`config.mk`:
```
export PLATFORM = sky130hd
export DESIGN_NAME = rr_arbiter_8_flat
export DESIGN_NICKNAME = d
export VERILOG_FILES = /design/src/rtl/arb_pkg.sv /design/src/rtl/rr_arbiter_8_if.sv /design/src/rtl/grant_decoder_3x8.sv /design/src/rtl/rr_arbiter_8.sv /design/src/flat_wrapper.sv
export SDC_FILE = /design/constraint.sdc
export NUM_CORES = 1
export LEC_CHECK = 0
export ABC_AREA = 1
export CAP_MARGIN = 20
export CORE_ASPECT_RATIO = 1.1
export CORE_MARGIN = 2
export CORE_UTILIZATION = 48
export CTS_BUF_LIST = sky130_fd_sc_hd__clkbuf_4
export DETAILED_ROUTE_END_ITERATION = 6
export PLACE_DENSITY_LB_ADDON = 0.2
export SLEW_MARGIN = 20
export SYNTH_ARGS = -nofsm -noshare
export SYNTH_HDL_FRONTEND = slang
export SYNTH_SLANG_ARGS = --single-unit
```
`constraint.sdc`:
```
create_clock -name clk -period 2.1 [get_ports clk]
set_clock_uncertainty 0.1 [all_clocks]
set_input_delay 0.42 -clock clk [delete_from_list [all_inputs] [get_ports clk]]
set_output_delay 0.42 -clock clk [all_outputs]
set_load 0.03 [all_outputs]
```
`src/rtl/arb_pkg.sv`:
```
// Shared definitions for the 8-way round-robin arbiter: FSM state
// encoding, requester count, index width and the rotating-priority pick.
package arb_pkg;

    localparam int NUM_REQ = 8;
    localparam int IDX_W   = 3;

    typedef enum logic {
        ST_IDLE  = 1'b0,
        ST_GRANT = 1'b1
    } arb_state_t;

    // First set request bit scanning ptr, ptr+1, ... with 3-bit wraparound.
    // The loop runs from the farthest offset down so the nearest hit wins.
    function automatic logic [IDX_W-1:0] rr_pick(input logic [NUM_REQ-1:0] req,
                                                 input logic [IDX_W-1:0]   ptr);
        logic [IDX_W-1:0] idx;
        rr_pick = ptr;
        for (int k = NUM_REQ - 1; k >= 0; k--) begin
            idx = ptr + IDX_W'(k);
            if (req[idx]) begin
                rr_pick = idx;
            end
        end
    endfunction

endpackage

```
`src/rtl/rr_arbiter_8_if.sv`:
```
// Request/grant bundle between requesters (master) and the arbiter (slave).
interface rr_arbiter_8_if;
    import arb_pkg::*;

    logic [NUM_REQ-1:0] req;
    logic               rel;
    logic [NUM_REQ-1:0] gnt;
    logic [IDX_W-1:0]   gnt_idx;
    logic               gnt_vld;
    logic               timeout;

    modport master (
        output req,
        output rel,
        input  gnt,
        input  gnt_idx,
        input  gnt_vld,
        input  timeout
    );

    modport slave (
        input  req,
        input  rel,
        output gnt,
        output gnt_idx,
        output gnt_vld,
        output timeout
    );

endinterface

```
`src/rtl/grant_decoder_3x8.sv`:
```
// 3-bit index to 8-bit one-hot decoder with enable; all zeros when disabled.
module grant_decoder_3x8
    import arb_pkg::*;
(
    input  logic [IDX_W-1:0]   idx,
    input  logic               en,
    output logic [NUM_REQ-1:0] onehot
);

    // One bit at most, and only while enabled.
    always_comb begin
        onehot = '0;
        if (en) begin
            onehot[idx] = 1'b1;
        end
    end

endmodule

```
`src/rtl/rr_arbiter_8.sv`:
```
// 8-requester round-robin arbiter with release strobe.
// Optional hold timeout enabled by defining ARB_TIMEOUT_EN; without it the
// owner keeps the grant until it releases or drops its request.
//
//  state    | meaning
//  ---------+--------------------------------------------------------------
//  ST_IDLE  | no grant held; pick next requester from ptr if any request
//  ST_GRANT | gnt_idx owns the grant until rel, request drop or timeout
module rr_arbiter_8
    import arb_pkg::*;
#(
    parameter int MAX_HOLD = 16
) (
    input  logic           clk,
    input  logic           rst_n,
    rr_arbiter_8_if.slave  bus
);

    if (MAX_HOLD < 2 || MAX_HOLD > 255) begin : g_bad_max_hold
        $error("rr_arbiter_8: MAX_HOLD must be in 2..255");
    end

    arb_state_t         state;
    logic [IDX_W-1:0]   ptr;
    logic [IDX_W-1:0]   gnt_idx_q;
    logic [IDX_W-1:0]   pick;
    logic [NUM_REQ-1:0] gnt_w;

`ifdef ARB_TIMEOUT_EN
    localparam logic [7:0] HOLD_LIMIT = 8'(MAX_HOLD);
    logic [7:0] hold_cnt;
    logic       timeout_q;
`endif

    // Rotating-priority candidate, only consumed in ST_IDLE.
    always_comb begin
        pick = rr_pick(bus.req, ptr);
    end

    // Arbitration FSM; owner index, pointer and timeout are all registered.
    // A normal release is checked before the hold limit so it wins a tie.
    always_ff @(posedge clk or negedge rst_n) begin
        if (!rst_n) begin
            state     <= ST_IDLE;
            ptr       <= '0;
            gnt_idx_q <= '0;
`ifdef ARB_TIMEOUT_EN
            hold_cnt  <= '0;
            timeout_q <= 1'b0;
`endif
        end else begin
            case (state)
                ST_IDLE: begin
`ifdef ARB_TIMEOUT_EN
                    timeout_q <= 1'b0;
`endif
                    if (bus.req != '0) begin
                        gnt_idx_q <= pick;
                        ptr       <= pick + IDX_W'(1);
                        state     <= ST_GRANT;
`ifdef ARB_TIMEOUT_EN
                        hold_cnt  <= 8'd1;
`endif
                    end
                end
                ST_GRANT: begin
                    if (bus.rel || !bus.req[gnt_idx_q]) begin
                        state <= ST_IDLE;
`ifdef ARB_TIMEOUT_EN
                        hold_cnt <= '0;
                    end else if (hold_cnt == HOLD_LIMIT) begin
                        state     <= ST_IDLE;
                        hold_cnt  <= '0;
                        timeout_q <= 1'b1;
                    end else begin
                        hold_cnt <= hold_cnt + 8'd1;
`endif
                    end
                end
                default: state <= ST_IDLE;
            endcase
        end
    end

    grant_decoder_3x8 u_dec (
        .idx    (gnt_idx_q),
        .en     (state == ST_GRANT),
        .onehot (gnt_w)
    );

    assign bus.gnt     = gnt_w;
    assign bus.gnt_idx = gnt_idx_q;
    assign bus.gnt_vld = (state == ST_GRANT);
`ifdef ARB_TIMEOUT_EN
    assign bus.timeout = timeout_q;
`else
    assign bus.timeout = 1'b0;
`endif

endmodule

```
`src/flat_wrapper.sv`:
```
// flat-port wrapper written by rule: the top's interface ports become plain ports
module rr_arbiter_8_flat import arb_pkg::*;
#(
    parameter int MAX_HOLD = 16
)
  (clk, rst_n, bus_req, bus_rel, bus_gnt, bus_gnt_idx, bus_gnt_vld, bus_timeout);
  rr_arbiter_8_if bus_i ();
  input  logic clk;
  input  logic rst_n;
  input wire logic [$bits(bus_i.req)-1:0] bus_req;
  input wire logic [$bits(bus_i.rel)-1:0] bus_rel;
  output wire logic [$bits(bus_i.gnt)-1:0] bus_gnt;
  output wire logic [$bits(bus_i.gnt_idx)-1:0] bus_gnt_idx;
  output wire logic [$bits(bus_i.gnt_vld)-1:0] bus_gnt_vld;
  output wire logic [$bits(bus_i.timeout)-1:0] bus_timeout;
  assign bus_i.req = bus_req;
  assign bus_i.rel = bus_rel;
  assign bus_gnt = bus_i.gnt;
  assign bus_gnt_idx = bus_i.gnt_idx;
  assign bus_gnt_vld = bus_i.gnt_vld;
  assign bus_timeout = bus_i.timeout;
  rr_arbiter_8 #(.MAX_HOLD(MAX_HOLD)) u_core (.clk(clk), .rst_n(rst_n), .bus(bus_i));
endmodule
```
# Word-level counts from Yosys, hierarchy flattened
# Index checks and enable logic that the tools add are counted.
[totals]
regBits = 7
word_cells = 59
output_inout_bits = 13
input_bits = 11
[classes]
muxes = 32
addsub = 8
n_lt_le_gt_ge = 10
n_reduce_logical = 5
bitwise_logic = 1
[ops]
columns = ["cell", "count"]
rows = [
  ["3-bit by 4-bit < comparator with 1-bit output (second input constant)", 9],
  ["1-bit binary-select mux with 3-bit select", 9],
  ["3-bit 2-to-1 mux", 8],
  ["3-bit adder (second input constant)", 4],
  ["1-bit 2-to-1 mux", 12],
  ["8-bit 2-to-1 mux", 1],
  ["8-bit nonzero test", 1],
  ["3-bit by 1-bit adder with 3-bit output (second input constant)", 2],
  ["3-bit by 2-bit adder with 3-bit output (second input constant)", 2],
  ["1-bit demux with 3-bit select", 1],
  ["3-bit by 1-bit >= comparator with 1-bit output (second input constant)", 1],
  ["1-bit one-hot mux with 2 select lines", 1],
  ["2-bit AND reduction", 1],
  ["1-bit logical AND", 1],
  ["1-bit zero test", 1],
  ["1-bit logical OR", 1],
  ["1-bit inverter", 1],
]

# Depth between registers and ports, before layout
# Gate-level depths: netlist of run 1.
[depth]
word_depth = 12
mapped_depth = 23
ltp_nobuf = 22

# Hierarchy
# Synthesis of run 1 repeated with hierarchy kept, for this count alone.
[hier_totals]
cells_unflattened = 194
area_unflattened_um2 = 1129.8
[by_module_without_submodules]
columns = ["mod", "instances", "seq_area_each_um2", "area_each_um2", "cells_each"]
rows = [
  ["rr_arbiter_8", 1, 175.2, 1066.0, 177],
  ["grant_decoder_3x8", 1, 0.0, 63.8, 17],
]

# Worst setup path after synthesis of run 1
# OpenSTA, ideal clock, no wires.
[synth_path]
kind = "register -> register"
start = "register u_core.ptr[1]"
end = "register u_core.ptr[2]"
stages_incl_launch_ff = 22
period_less_slack_ns = 2.359
path_slack_ns = -0.259
path_buffers = 1
setup_time_ns = 0.117
required_time_ns = 1.883
arrival_ns = 2.143
cell_sequence = "dfrtp_1 -> buf_6 -> inv_4 -> ha_1 -> inv_2 -> nand3_1 -> nand3_1 -> nand2_2 -> inv_2 -> nand2_1 -> nand2_1 -> nand2_1 -> nand2_1 -> nand2_2 -> nand2_2 -> nand2_2 -> nand2_2 -> ha_1 -> nand2_1 -> o21ai_0 -> nand2_1 -> nand2_1"
[synth_between]
elab_chain_cells = 12
elab_cells_between_ends = 32
cone_classes = "add/sub: 8; mux: 24"
[synth_lines]
columns = ["element", "line", "text"]
rows = [
  ["start, declared", "rr_arbiter_8.sv:24", "logic [IDX_W-1:0] ptr;"],
  ["start signal, assigned", "rr_arbiter_8.sv:59", "ptr <= pick + IDX_W'(1);"],
  ["3-bit adder", "arb_pkg.sv:20", "idx = ptr + IDX_W'(k);"],
  ["1-bit binary-select mux with 3-bit select", "arb_pkg.sv:21", "if (req[idx]) begin"],
  ["1-bit 2-to-1 mux (implied by the code)", "arb_pkg.sv:21", ""],
  ["3-bit 2-to-1 mux (7 in series)", "arb_pkg.sv:21", ""],
  ["3-bit 2-to-1 mux *", "arb_pkg.sv:21", ""],
  ["net u_core.pick[0]", "rr_arbiter_8.sv:26", "logic [IDX_W-1:0] pick;"],
  ["3-bit by 1-bit adder with 3-bit output *", "rr_arbiter_8.sv:59", ""],
]
# Mark *: on every way through the listed nets, which the timed path passes. The rest lies on a longest branch. The select of a mux whose other input is x is not followed.
# A chain may end at the register's enable or synchronous reset.

# Worst setup path in the final report of run 1
[layout_path]
start = "register u_core.ptr[0]"
end = "register u_core.ptr[2]"
# Same word-level chain as after synthesis.

==> results_dict.tcl, run 1 <==
set metrics [dict create \
    met1_length_um 1520 \
    grt_max_degree 12 \
    firstDrtPassIters 4 \
    reg2reg_depth 20 \
    dr_total_vias 1499 \
    min_path_type "in2async" \
    fin_area_um2 1830 \
    reg2reg_to "u_core.ptr[2]" \
    endpoint_kind "flip-flop" \
    drive_gt1_share_pct 38.3 \
    clock.fmax_ghz 0.422 \
    ys_types 20 \
    post-route-util_pct 80.4 \
    drt-initial-drc-count 40 \
    critPathMostFrequentCell "nand2_1" \
    met3_length_um 180 \
    clock_sinks 7 \
    grt_pass1_vias 1418 \
    yosys_warnings 0 \
    finalMaxSlewViolations 0 \
    start_util_pct 50.8 \
    fin_ws_ns -0.272 \
    cp.required_ns 2.14 \
    numPortBuffers 22 \
    path_cells "inv_2 > ha_4 > inv_6 > nand3_2 > nand3_2 > nand2_2 > inv_2 > nand2_1 > nand2_1 > nand2_1 > nand2_1 > nand2_2 > nand2_2 > nand2_2 > nand2_2 > ha_4 > nand2_1 > o21ai_1 > nand2_1 > nand2_1" \
    final_cells 283 \
    cts_buffers 3 \
    place_congestion 0.948 \
    num_rows 18 \
    n_antenna_cell 0 \
    violations "setup timing" \
    synth.avg_cell_area_um2 5.89 \
    die_y_um 55.4 \
    setup_viol 5 \
    grt_overflow 0 \
    r2r_slack_ns -0.27 \
    ant_nets 0 \
    worstPathArrival_ns 2.41 \
    die_x_um 50.8 \
    critPathMaxStageDelay_ns 0.43 \
    cp_max_fo 6 \
    crit_family "simple AND/OR/NAND/NOR gates" \
    cpMaxStageDelayCell "dfrtp_1" \
    syn_nets 210 \
    syn_inst 196 \
    clockBufferDepth 2 \
    netlist_area_um2 1150 \
    grt_pass1_wl_um 6220 \
    wire_per_inst_um 13.7 \
    outcome "finished with violations" \
    antenna_found_initial 0 \
    wl_met2_um 2070 \
    final-hold-violation-count 0 \
    place_inst 273 \
    crit_buf_inv 3 \
    cts_htree_levels 1 \
    design.die.area_um2 2810 \
    core-area_um2 2270 \
    area_delta_synth_final_pct 58.3 \
    synth_seq_cells 7 \
    worst-setup-path-type "reg2reg" \
    hpwl_um 2910 \
    min_period_ns 2.37 \
    dpl_cell_area_um2 1660 \
    top_layer "met4" \
    viasPerCell 5.30 \
    pin_count 24 \
    reg2reg_from "u_core.ptr[0]" \
    cts_tree "built" \
    drc 0 \
    fin_crit_sh_pct 113 \
    drt-total-wl_um 3880 \
    clk_pin_slew_ns 0.06 \
    clock_latency_ns 0.25 \
    rsz0062_at_grt "true" \
    nNetsFinal 268 \
    root_buffer "clkbuf_4" \
    ys_seq_area_share_pct 15.2 \
    cp-start-kind "flip-flop" \
    grt_use_total_pct 28.1 \
    cap_violations 0 \
]
## worst max path at each step
stage	startpoint	slack (ns)	endpoint	cells after the start
4_1_cts	u_core.ptr[0]	-0.17	u_core.ptr[2]	20
3_5_place_dp	bus_req[5]	-0.46	u_core.ptr[2]	19
5_1_grt	u_core.ptr[0]	-0.39	u_core.ptr[2]	19
3_3_place_gp	bus_req[5]	-0.39	u_core.ptr[2]	19
6_report	u_core.ptr[0]	-0.27	u_core.ptr[2]	20
2_1_floorplan	u_core.ptr[1]	-0.06	u_core.ptr[2]	21
## metal layers
| metal | vias up | track usage (%) |
|---|---|---|
| li1 | 744 | - |
| met1 | 680 | 33.3 |
| met2 | 61 | 51.5 |
| met3 | 14 | 2.43 |
| met4 | 0 | 10.0 |
| met5 | - | 0 |
## layout by cell type (no fill, tap or decap), drive strengths merged
master,synthesis,routed
a21oi,7,7
buf,5,36
clkbuf,0,4
clkdlybuf4s50,0,13
conb,1,1
dfrtp,7,7
dlygate4sd2,0,9
ha,3,3
inv,27,27
nand2,76,76
nand3,37,37
nand3b,2,2
nor2,18,18
nor4,2,2
o2111ai,1,1
o21ai,7,7
xnor2,2,2
xor2,1,1
## final cells by class
class,instances,area (um2)
Sequential cell,7,176
Clock buffer,4,30.0
Multi-Input combinational cell,157,972
Timing Repair Buffer,58,495
Inverter,27,116
Fill cell,156,447
Tap cell,30,37.5
## metrics by stage
step                      TNS, ns  hold WS [ns]  worst slack (ns)
final                       -1.08         0.329            -0.272
after global routing        -1.71         0.349            -0.390
after CTS                  -0.600         0.335            -0.166
after detailed placement    -1.96         0.497            -0.465
after global placement      -1.61         0.477            -0.388
after floorplan           -0.0880        0.0244           -0.0557
## flip-flops by register name, indices dropped and copies added, names as in the netlist
signal / flops
u_core.bus.gnt_vld: 1
u_core.ptr: 3
u_core.bus.gnt_idx: 3
## worst reg2reg max path, stage by stage, from the launching register on
cell	delay (ns)
dfrtp_1	0.43
inv_2	0.08
ha_4	0.35
inv_6	0.07
nand3_2	0.09
nand3_2	0.11
nand2_2	0.12
inv_2	0.03
nand2_1	0.05
nand2_1	0.04
nand2_1	0.05
nand2_1	0.06
nand2_2	0.09
nand2_2	0.06
nand2_2	0.07
nand2_2	0.08
ha_4	0.16
nand2_1	0.05
o21ai_1	0.06
nand2_1	0.07
nand2_1	0.05
## cells by family (layout without fill, tap and decap cells)
group,after synthesis,after routing,synth area share [%]
fa+ha+maj,3,3,3.25
buf+inv,32,89,13.4
flops,7,7,15.2
xor+xnor,3,3,4.23
simple gates,135,135,56.8
compound gates,15,15,6.83
other cells,1,1,0.325
## cells in the mapped netlist
library cell / instances / area share, %
nand2_2: 16 / 8.7
nand3b_1: 2 / 1.3
nand2_1: 60 / 20
xor2_2: 1 / 1.4
o2111ai_1: 1 / 0.76
dfrtp_1: 7 / 15
ha_1: 3 / 3.3
inv_2: 6 / 2.0
conb_1: 1 / 0.32
nor4_1: 2 / 1.1
buf_4: 2 / 1.3
buf_6: 3 / 2.9
o21ai_0: 7 / 3.0
xnor2_2: 2 / 2.8
nand3_2: 10 / 8.7
a21oi_1: 7 / 3.0
nand3_1: 27 / 12
inv_4: 2 / 1.1
nor2_1: 18 / 5.9
inv_1: 19 / 6.2
## what timing repair did
item,in CTS,in global routing
setup endpoints to repair,12,6
resized for setup,22,9
pin swaps,3,2
hold buffers,0,0
buffers inserted,5,1
gates cloned,0,0
Power of run 1 is not shown: default switching activity piles up to over one toggle a cycle in this logic, so the estimate is an artifact.
==> run 2: changes to the inputs <==
--- a/config.mk
+++ b/config.mk
@@ -9,7 +9,7 @@
 export CAP_MARGIN = 20
 export CORE_ASPECT_RATIO = 1.1
 export CORE_MARGIN = 2
-export CORE_UTILIZATION = 48
+export CORE_UTILIZATION = 35
 export CTS_BUF_LIST = sky130_fd_sc_hd__clkbuf_4
 export DETAILED_ROUTE_END_ITERATION = 6
 export PLACE_DENSITY_LB_ADDON = 0.2
==> results_dict.tcl, run 2 (synthesis results as in run 1) <==
set metrics [dict create \
    clock_latency_ns 0.26 \
    clk_pin_slew_ns 0.05 \
    root_buffer "clkbuf_4" \
    cap_violations 0 \
    ant_nets 0 \
    multi_input_area_um2 996 \
    dr_total_vias 1423 \
    slew_headroom_pct 64.2 \
    endpoint_kind "flip-flop" \
    critPathMostFrequentCell "nand2_1" \
    fillCellCount 299 \
    fin_area_um2 1890 \
    start_util_pct 37.2 \
    pin_count 24 \
    n_antenna_cell 0 \
    worst-setup-path-type "in2reg" \
    hold_ws_ns 0.323 \
    ctsHoldBuffers 0 \
    cp_max_fo 3 \
    min_period_ns 2.28 \
    cp.required_ns 2.14 \
    viasPerCell 4.91 \
    drc 0 \
    post-route-util_pct 60.9 \
    clockBufferDepth 2 \
    core-area_um2 3100 \
    rsz0062_at_grt "true" \
    area_delta_synth_final_pct 63.4 \
    finalMaxSlewViolations 0 \
    drt-total-wl_um 3460 \
    drt-initial-drc-count 46 \
    drive_gt1_share_pct 41.0 \
    cp-start-kind "input port" \
    clock_sinks 7 \
    clock.fmax_ghz 0.439 \
    tightest_slew_ns 0.537 \
    final-hold-violation-count 0 \
    final_common_cell "nand2_1" \
    critPathMaxStageDelay_ns 0.54 \
    outcome "finished with violations" \
    path_cells "clkdlybuf4s50_1 > nand2_1 > nand3_4 > nand3_4 > nand2_2 > nand2_1 > nand2_1 > nand2_1 > nand2_1 > nand2_1 > nand2_2 > nand2_2 > nand2_2 > nand2_4 > ha_4 > nand2_2 > o21ai_2 > nand2_1 > nand2_1" \
    antenna_found_initial 0 \
    design.die.area_um2 3780 \
    violations "setup timing" \
    place_congestion 0.919 \
    worstPathArrival_ns 2.32 \
    grt_use_total_pct 19.9 \
    cpMaxStageDelayCell "clkdlybuf4s50_1" \
    grt_overflow 0 \
    fin_crit_sh_pct 109 \
    cts_htree_levels 1 \
    die_x_um 58.8 \
    fin_ws_ns -0.179 \
    tns_ns -0.570 \
    min_path_type "in2async" \
    die_y_um 64.2 \
    crit_start "bus_req[3]" \
    grt_pass1_wl_um 5850 \
    hpwl_um 2870 \
    numPortBuffers 22 \
    firstDrtPassIters 4 \
    wire_per_inst_um 11.9 \
    cts_tree "built" \
    grt_pass1_vias 1311 \
    grt_max_degree 12 \
    ff_latch_area_um2 178 \
    cts_buffers 3 \
    num_rows 21 \
    nNetsFinal 271 \
    reg2reg_from "u_core.ptr[0]" \
    mostFrequentLayoutCells "nand2_1 (56), buf_4 (36), inv_1 (18), nand2_2 (18), nor2_1 (18)" \
    setup_viol 4 \
    dpl_cell_area_um2 1700 \
]
-- run 2: cell types whose count changed in the layout (fill, tap and decap cells not counted), sizes merged --
cell,previous run,this run
clkbuf,4,5
buf,36,39
dlygate4sd2,9,7
dlymetal6s2s,0,1
-- run 2: critical path, delay by kind of cell --
| family | cells | cell delay (ns) |
|---|---|---|
| AOI/OAI and AO/OA | 1 | 0.05 |
| buffers and inverters | 1 | 0.54 |
| adders and majority gates | 1 | 0.16 |
| and+or+nand+nor | 16 | 1.16 |
-- run 2: routing by layer --
layer | vias up | wire length (um) | global-route usage [%]
met5 | - | 0 | 0
met4 | 0 | 106 | 8.81
met3 | 7 | 46 | 1.42
met2 | 20 | 1720 | 32.5
met1 | 649 | 1590 | 26.2
li1 | 747 | - | -
-- run 2: area by class of cell --
class	instances	area share (%)
Inverter	27	6.30
Sequential cell	7	9.42
Multi-Input combinational cell	157	52.8
Timing Repair Buffer	61	27.7
Tap cell	34	2.25
Clock buffer	4	1.59
-- run 2: what timing repair did --
action,4_1_cts,5_1_grt
pin swaps,7,12
resized for setup,15,25
buffers inserted,5,1
endpoints found under the setup margin,12,7
cloned,0,0
-- run 2: worst paths after layout --
path                                              end  slack [ns]  cells past startpoint
worst max-delay path                    u_core.ptr[2]       -0.18                     19
worst min-delay path            u_core.bus.gnt_idx[1]        0.32                      1
worst max register to register          u_core.ptr[2]       -0.17                     20
worst min register to register  u_core.bus.gnt_idx[1]        0.51                      2
max in group asynchronous               u_core.ptr[0]        1.32                      1
min in group clk                u_core.bus.gnt_idx[1]        0.51                      2
-- run 2: metrics by stage --
stage | setup WS [ns] | instances
after CTS | -0.206 | 290
final | -0.179 | 290
after global routing | -0.353 | 290
after global placement | -0.388 | 281
after detailed placement | -0.421 | 281
after floorplan | -0.0557 | 196
Power of run 2 is left out for the same reason.
